$ cat src/rtl/fc_ctrl_pkg.sv
// FC sequencer shared types and width helpers.
// Optional stall counter is enabled by FC_STALL_CNT_EN.
package fc_ctrl_pkg;

  typedef enum logic [2:0] {
    LOAD,
    PREP,
    MAC,
    DRAIN,
    OUT
  } fc_state_t;

  function automatic int vec_aw(input int n);
    return $clog2(n);
  endfunction

  function automatic int mat_aw(
    input int m,
    input int n,
    input int p
  );
    return $clog2(m * n / p);
  endfunction

endpackage

$ cat src/rtl/fc_ctrl_cnt.sv
// Wrap counter: counts 0..MAX, then wraps.
// Synchronous clear wins over enable.
module fc_ctrl_cnt
  import fc_ctrl_pkg::*;
#(
  parameter int MAX = 7,
  parameter int W   = vec_aw(MAX + 1)
) (
  input  logic         clk,
  input  logic         rst_n,
  input  logic         clr,
  input  logic         en,
  output logic [W-1:0] cnt,
  output logic         tc
);

  logic [W-1:0] cnt_nxt;

  assign tc = (cnt == W'(MAX));

  // next count: clear, wrap at MAX, or step
  always_comb begin
    cnt_nxt = cnt;
    if (clr)
      cnt_nxt = '0;
    else if (en)
      cnt_nxt = tc ? '0 : cnt + W'(1);
  end

  // count register
  always_ff @(posedge clk or negedge rst_n) begin
    if (!rst_n)
      cnt <= '0;
    else
      cnt <= cnt_nxt;
  end

endmodule

$ cat src/rtl/fc_seq_ctrl.sv
// Fully-connected layer sequencer: load x, then M rows of N MACs.
// Define FC_STALL_CNT_EN to add the stall_cnt output.
module fc_seq_ctrl
  import fc_ctrl_pkg::*;
#(
  parameter int M = 16,
  parameter int N = 8,
  parameter int T = 8,
  parameter int P = 1
) (
  input  logic                    clk,
  input  logic                    reset,
  input  logic                    input_valid,
  output logic                    input_ready,
  output logic                    output_valid,
  input  logic                    output_ready,
  output logic [vec_aw(N)-1:0]    addr_x,
  output logic                    wr_en_x,
  output logic [mat_aw(M,N,P)-1:0] addr_w,
  output logic                    wr_en_w,
  output logic                    clear_acc,
  output logic                    en_acc,
  output logic [P-1:0]            f_sel
`ifdef FC_STALL_CNT_EN
  ,
  output logic [15:0]             stall_cnt
`endif
);

  localparam int XW = vec_aw(N);
  localparam int WW = mat_aw(M, N, P);
  localparam int RW = vec_aw(M);

  if (P != 1) begin : g_p_chk
    $error("fc_seq_ctrl: only P=1 supported");
  end

  if (T < 1) begin : g_t_chk
    $error("fc_seq_ctrl: T must be positive");
  end

  fc_state_t state;
  fc_state_t state_n;

  logic [XW-1:0] load_cnt;
  logic          load_tc;
  logic [XW-1:0] k_cnt;
  logic          k_tc;
  logic [RW-1:0] row_cnt;
  logic          row_tc;

  logic accept;
  logic out_hs;
  logic clr_all;

  logic [XW-1:0] kx;
  logic          ir_d;
  logic          ov_d;
  logic          ca_d;
  logic [XW-1:0] ax_d;
  logic [WW-1:0] aw_d;

  assign accept  = input_ready & input_valid;
  assign out_hs  = (state == OUT) & output_ready;
  assign clr_all = out_hs & row_tc;

  assign wr_en_x = accept;
  assign wr_en_w = 1'b0;
  assign f_sel   = '0;

  fc_ctrl_cnt #(.MAX(N - 1), .W(XW)) u_load_cnt (
    .clk   (clk),
    .rst_n (reset),
    .clr   (clr_all),
    .en    (accept),
    .cnt   (load_cnt),
    .tc    (load_tc)
  );

  fc_ctrl_cnt #(.MAX(N - 1), .W(XW)) u_k_cnt (
    .clk   (clk),
    .rst_n (reset),
    .clr   (clr_all),
    .en    (state == MAC),
    .cnt   (k_cnt),
    .tc    (k_tc)
  );

  fc_ctrl_cnt #(.MAX(M - 1), .W(RW)) u_row_cnt (
    .clk   (clk),
    .rst_n (reset),
    .clr   (clr_all),
    .en    (out_hs),
    .cnt   (row_cnt),
    .tc    (row_tc)
  );

  // state register
  always_ff @(posedge clk or negedge reset) begin
    if (!reset)
      state <= LOAD;
    else
      state <= state_n;
  end

  // next-state decode
  always_comb begin
    state_n = state;
    unique case (state)
      LOAD:    if (accept && load_tc) state_n = PREP;
      PREP:    state_n = MAC;
      MAC:     if (k_tc) state_n = DRAIN;
      DRAIN:   state_n = OUT;
      OUT:     if (output_ready)
                 state_n = row_tc ? LOAD : PREP;
      default: state_n = LOAD;
    endcase
  end

  // output values for the upcoming state, registered below
  always_comb begin
    ir_d = 1'b0;
    ov_d = 1'b0;
    ca_d = 1'b0;
    ax_d = '0;
    aw_d = '0;
    kx   = (state == MAC) ? k_cnt + XW'(1) : '0;
    unique case (state_n)
      LOAD: begin
        ir_d = 1'b1;
        ax_d = accept ? load_cnt + XW'(1) : load_cnt;
      end
      PREP: ca_d = 1'b1;
      MAC: begin
        ax_d = kx;
        aw_d = WW'(row_cnt) * WW'(N) + WW'(kx);
      end
      OUT:  ov_d = 1'b1;
      default: ;
    endcase
  end

  // output registers; en_acc trails MAC issue by the read latency
  always_ff @(posedge clk or negedge reset) begin
    if (!reset) begin
      input_ready  <= 1'b0;
      output_valid <= 1'b0;
      clear_acc    <= 1'b0;
      en_acc       <= 1'b0;
      addr_x       <= '0;
      addr_w       <= '0;
    end else begin
      input_ready  <= ir_d;
      output_valid <= ov_d;
      clear_acc    <= ca_d;
      en_acc       <= (state == MAC);
      addr_x       <= ax_d;
      addr_w       <= aw_d;
    end
  end

`ifdef FC_STALL_CNT_EN
  // saturating count of stalled OUT cycles, cleared on LOAD entry
  always_ff @(posedge clk or negedge reset) begin
    if (!reset)
      stall_cnt <= '0;
    else if (state_n == LOAD && state != LOAD)
      stall_cnt <= '0;
    else if (state == OUT && !output_ready &&
             stall_cnt != 16'hFFFF)
      stall_cnt <= stall_cnt + 16'd1;
  end
`endif

endmodule

$ cat config.mk
export PLATFORM = sky130hd
export DESIGN_NAME = fc_seq_ctrl
export DESIGN_NICKNAME = d
export VERILOG_FILES = /design/src/rtl/fc_ctrl_pkg.sv /design/src/rtl/fc_ctrl_cnt.sv /design/src/rtl/fc_seq_ctrl.sv
export SDC_FILE = /design/constraint.sdc
export NUM_CORES = 1
export LEC_CHECK = 0
export BUFFER_PORTS_ARGS = -buffer_cell sky130_fd_sc_hd__buf_2
export CAP_MARGIN = 20
export CORE_MARGIN = 4
export CORE_UTILIZATION = 54
export DETAILED_ROUTE_END_ITERATION = 7
export PLACE_DENSITY = 0.77
export RECOVER_POWER = 25
export SLEW_MARGIN = 20
export SYNTH_ARGS = -nofsm -noshare
export SYNTH_HDL_FRONTEND = slang
export SYNTH_SLANG_ARGS = --single-unit
$ cat constraint.sdc
create_clock -name clk -period 2.1 [get_ports clk]
set_input_delay 0.315 -clock clk [delete_from_list [all_inputs] [get_ports clk]]
set_output_delay 0.315 -clock clk [all_outputs]
set_load 0.05 [all_outputs]
# Yosys cells after proc, flatten, opt, wreduce, memory -nomap -nowiden
# Cells that the tools add are included.
dict set report word_totals {
  regBits 27
  out_inout_bits 17
  elab_cells 54
}
dict set report op_classes {
  n_addsub 4
  eq_ne 10
  mux 21
  n_bitwise 3
  n_reduce_logical 6
}
# operator n
set op_table {}
lappend op_table {{3-bit two-way mux} 11}
lappend op_table {{3-bit case mux with 5 select lines} 1}
lappend op_table {{3-bit equality test, second input constant} 4}
lappend op_table {{4-bit two-way mux} 3}
lappend op_table {{3-bit by 2-bit equality test with 1-bit output, second input constant} 3}
lappend op_table {{7-bit by 3-bit adder with 7-bit output} 1}
lappend op_table {{7-bit two-way mux} 1}
lappend op_table {{3-bit by 1-bit adder with 3-bit output, second input constant} 2}
lappend op_table {{3-bit by 1-bit equality test with 1-bit output, second input constant} 2}
lappend op_table {{3-bit logical NOT} 2}
lappend op_table {{3-bit case mux with 2 select lines} 1}
lappend op_table {{2-bit nonzero test} 3}
lappend op_table {{4-bit by 1-bit adder with 4-bit output, second input constant} 1}
lappend op_table {{4-bit equality test, second input constant} 1}
lappend op_table {{1-bit two-way mux} 4}
lappend op_table {{1-bit AND} 3}
lappend op_table {{1-bit logical AND} 1}

# Logic depth before layout (Yosys ltp)
dict set report logic_depth {
  ltp_word 6
  depth_mapped 5
}

# By module
# Synthesis repeated with hierarchy kept, for this count alone.
dict set report hier_totals {
  hier_cells 111
  hier_area_um2 1283.7
}
# module n_inst cells_per_inst area_per_inst_um2 seq_area_each_um2
set by_module_without_submodules {}
lappend by_module_without_submodules {fc_seq_ctrl 1 67 774.5 425.4}
lappend by_module_without_submodules {{fc_ctrl_cnt at u_k_cnt ...} 2 12 151.4 75.1}
lappend by_module_without_submodules {{fc_ctrl_cnt at u_row_cnt} 1 20 206.4 100.1}

# Worst setup path after synthesis
# OpenSTA, ideal clock, no wires.
dict set report synth_timing {
  path_type {reg-to-output}
  from {reg input_ready}
  to {out wr_en_x}
  arrival_time_ps 1240
  required_time_ps 1785
  slack_ps 545
  path_stages_with_launch 3
  path_cell_list {dfrtp_1 > nand2_2 > inv_1}
}
dict set report synth_between {
  elab_chain_cells 1
}
# item line
set synth_lines {}
lappend synth_lines {{start: declaration} fc_seq_ctrl.sv:14} ;# output logic input_ready,
lappend synth_lines {{start signal: assignment} fc_seq_ctrl.sv:153} ;# input_ready <= ir_d;
lappend synth_lines {{1-bit AND} fc_seq_ctrl.sv:63} ;# assign accept = input_ready & input_valid;
lappend synth_lines {{end: declaration} fc_seq_ctrl.sv:18} ;# output logic wr_en_x,
# No other way between the ends.

# Worst setup path after layout
dict set report layout_timing {
  from {reg u_k_cnt.cnt[0]}
  to {reg addr_w[3]}
}
dict set report layout_between {
  elab_chain_cells 5
}
# item line
set layout_lines {}
lappend layout_lines {{start: declaration} fc_ctrl_cnt.sv:13} ;# output logic [W-1:0] cnt,
lappend layout_lines {{start signal: assignment} fc_ctrl_cnt.sv:35} ;# cnt <= cnt_nxt;
lappend layout_lines {{branches (longest 4 deep; another with 7-bit by 3-bit adder with 7-bit output)} n/a}
lappend layout_lines {{7-bit two-way mux (*)} fc_seq_ctrl.sv:128} ;# unique case (state_n)
lappend layout_lines {{via aw_d[3]} fc_seq_ctrl.sv:61} ;# logic [WW-1:0] aw_d;
lappend layout_lines {{end signal: assignment} fc_seq_ctrl.sv:158} ;# addr_w <= aw_d;
lappend layout_lines {{end: declaration} fc_seq_ctrl.sv:19} ;# output logic [mat_aw(M,N,P)-1:0] addr_w,
# Mark *: on every way through the listed nets, which the timed path passes.
# A chain may end at the register's enable or synchronous reset.

==> results_dict.tcl <==
set metrics [dict create \
    outcome "completed" \
    drt_first_pass_iters 4 \
    synth_area_um2 1220 \
    slew_headroom_pct 7.54 \
    critPathSlowestCell "dfrtp_1" \
    viasPerCell 5.36 \
    cpLargestDelayFamily "simple AND/OR/NAND/NOR gates" \
    cap_violations 0 \
    mostFrequentLayoutCell "dfrtp_1" \
    start_util_pct 59.3 \
    irDropWorstVdd_mv 0.927 \
    clk_pin_slew_ps 130 \
    core.rowCount 16 \
    slew_viol_final 0 \
    synth_edf_count 0 \
    antenna_found_initial 0 \
    cts_resized 0 \
    cp_cell_sequence "ha_1 > ha_1 > or3b_1 > a21oi_1 > and2_1" \
    grt.overflow.total 0 \
    initialDrtViolationCount 13 \
    design.die.area_um2 3090 \
    switching_share_pct 45.3 \
    setup_viol 0 \
    yosys_warnings 0 \
    multi_input_area_um2 484 \
    grtUsageTotal_pct 13.9 \
    fin_skew_ps 4.46 \
    grt_pass1_vias 793 \
    drc 0 \
    core-area_um2 2060 \
    via_count 809 \
    grt_pass1_wl_mm 3.46 \
    worstSetupPathType "reg -> reg" \
    synthCells 105 \
    io-pin-count 21 \
    syn_to_final_growth_pct 9.61 \
    synth_flop_cell "dfrtp_1" \
    ant_nets 0 \
    cts_max_level 1 \
    max_stage_delay_ps 420 \
    tritoncts "yes" \
    io_buffers 18 \
    clock_sinks 27 \
    cp_num_buf_inv 0 \
    dp_slack_ps 470 \
    p_switching_uw 880 \
    avgSynthCellArea_um2 11.7 \
    die_y_um 55.6 \
    power.leakage_uw 0.000690 \
    synth_cell_type_count 36 \
    fin_tns_setup_ps 0 \
    die_w_um 55.6 \
    finalHoldViolCount 0 \
    cpMostUsedCell "ha_1" \
    grt_start_max_net_pins 28 \
    critPathCaptureType "flop" \
    gp_congestion 0.720 \
    tightest_slew_ps 1390 \
    regArea_um2 676 \
    n_antenna_cell 0 \
    powerDensity_nw_per_um2 1450 \
    nFillCells 160 \
    post_drt_wl_per_cell_um 13.0 \
    clock_path_buffers 2 \
    fin_crit_sh_pct 78.7 \
    clk_latency_ps 310 \
    layout_setup_ws_ps 446 \
    hold_class "in -> reg" \
    seqPwrFrac_pct 42.6 \
    critPathLaunchType "flop" \
    ys_seq_area_share_pct 55.2 \
    mostFrequentLayoutCells "dfrtp_1 (27), buf_2 (17), nand2_1 (13), a21oi_1 (8)" \
    drive_gt1_share_pct 21.8 \
    cp.required_ps 2360 \
    finalWirelength_mm 1.97 \
    combPwrFrac_pct 46.6 \
    cts-root-buf "clkbuf_4" \
    p_int_uw 1060 \
    clockPowerShare_pct 10.8 \
    synth-seq-cells 27 \
    arrival_ps 1910 \
    dp_hpwl_mm 1.47 \
    async_flop_share_pct 100 \
    max_freq_ghz 0.605 \
    fin_crit_ps 1650 \
    cts-buffers-inserted 3 \
    nNetsFinal 134 \
    fin_util_pct 65.0 \
    grt_setup_unrepaired "no" \
    crit_fanout 4 \
]
## timing repair
item | in CTS | in global routing
endpoints found under the hold margin | 27 | 0
endpoints found under the setup margin | 0 | 0
hold buffers | 1 | 0
setup buffers | 0 | 0
## kinds of logic after synthesis
logic type                 synth area share [%]
and+or+nand+nor                            19.2
buffers and inverters                      5.52
adders and majority gates                  5.11
DFF                                        55.2
xor gates and xnor gates                   1.43
muxes                                      1.64
other                                     0.306
AOI/OAI and AO/OA                          11.6
## per-layer routing
layer	track usage [%]	part of all wire, %	routed length, um	vias up
met3	2.78	5.0	98	4
met4	6.25	1.2	23	0
met5	0	0	0	-
met2	23.0	48	946	18
met1	17.6	46	898	390
li1	-	-	-	397
## final timing paths
path,startpoint,endpoint,slack (ps),depth (start not counted)
max,u_k_cnt.cnt[0],addr_w[3],450,5
min,output_ready,state[2],250,2
max reg2reg,u_k_cnt.cnt[0],addr_w[3],450,5
min reg2reg,u_k_cnt.cnt[2],u_k_cnt.cnt[2],540,2
max in group asynchronous,reset,u_row_cnt.cnt[1],460,2
min in group asynchronous,reset,clear_acc,840,2
## through the flow
| step | std cells | hold WS, ps | power, uW | instance area [um^2] |
|---|---|---|---|---|
| 2_1_floorplan | 106 | 19.4 | 1570 | 1230 |
| 3_3_place_gp | 146 | 339 | 1730 | 1310 |
| 3_5_place_dp | 146 | 341 | 1750 | 1310 |
| 4_1_cts | 151 | 242 | 1960 | 1340 |
| 5_1_grt | 151 | 247 | 2090 | 1340 |
| 6_report | 151 | 247 | 1940 | 1340 |
## power by group through the flow
stage	registers, uW	logic (uW)	clock network (uW)
after floorplan	1100	470	0
after global placement	828	899	0
after detailed placement	838	914	0
after CTS	825	920	216
after global routing	856	1000	237
final	827	905	210
## cell type report
cell class	instances	area share (%)
well taps	27	2.52
inverters	6	1.68
clock buffers	4	1.96
multi-input cells	68	36.1
flip-flops and latches	27	50.4
repair buffers	19	7.37
## state kept, by name, indices dropped and copies added (netlist names)
| name | cells |
|---|---|
| addr_w | 7 |
| en_acc | 1 |
| u_load_cnt.cnt | 3 |
| input_ready | 1 |
| addr_x | 3 |
| u_k_cnt.cnt | 3 |
| state | 3 |
| u_row_cnt.cnt | 4 |
| clear_acc | 1 |
| output_valid | 1 |
## cell usage after synthesis (2+ instances only)
master,count,area (um^2)
buf_6,2,22.5
a21oi_1,8,40.0
or3b_1,3,26.3
ha_1,5,62.6
and2_1,5,31.3
mux2i_1,2,20.0
inv_1,5,18.8
nand2_1,13,48.8
buf_4,3,22.5
nand2b_1,2,12.5
dfrtp_1,27,676
o21ai_0,3,15.0
nor2_1,2,7.51
o21ai_1,3,15.0
## worst register-to-register path, stage by stage, from the launching register on
cell and delay [ps]:
dfrtp_1 420, ha_1 200, ha_1 210, or3b_1 370, a21oi_1 230, and2_1 160
(Power assumes the default switching activity.)
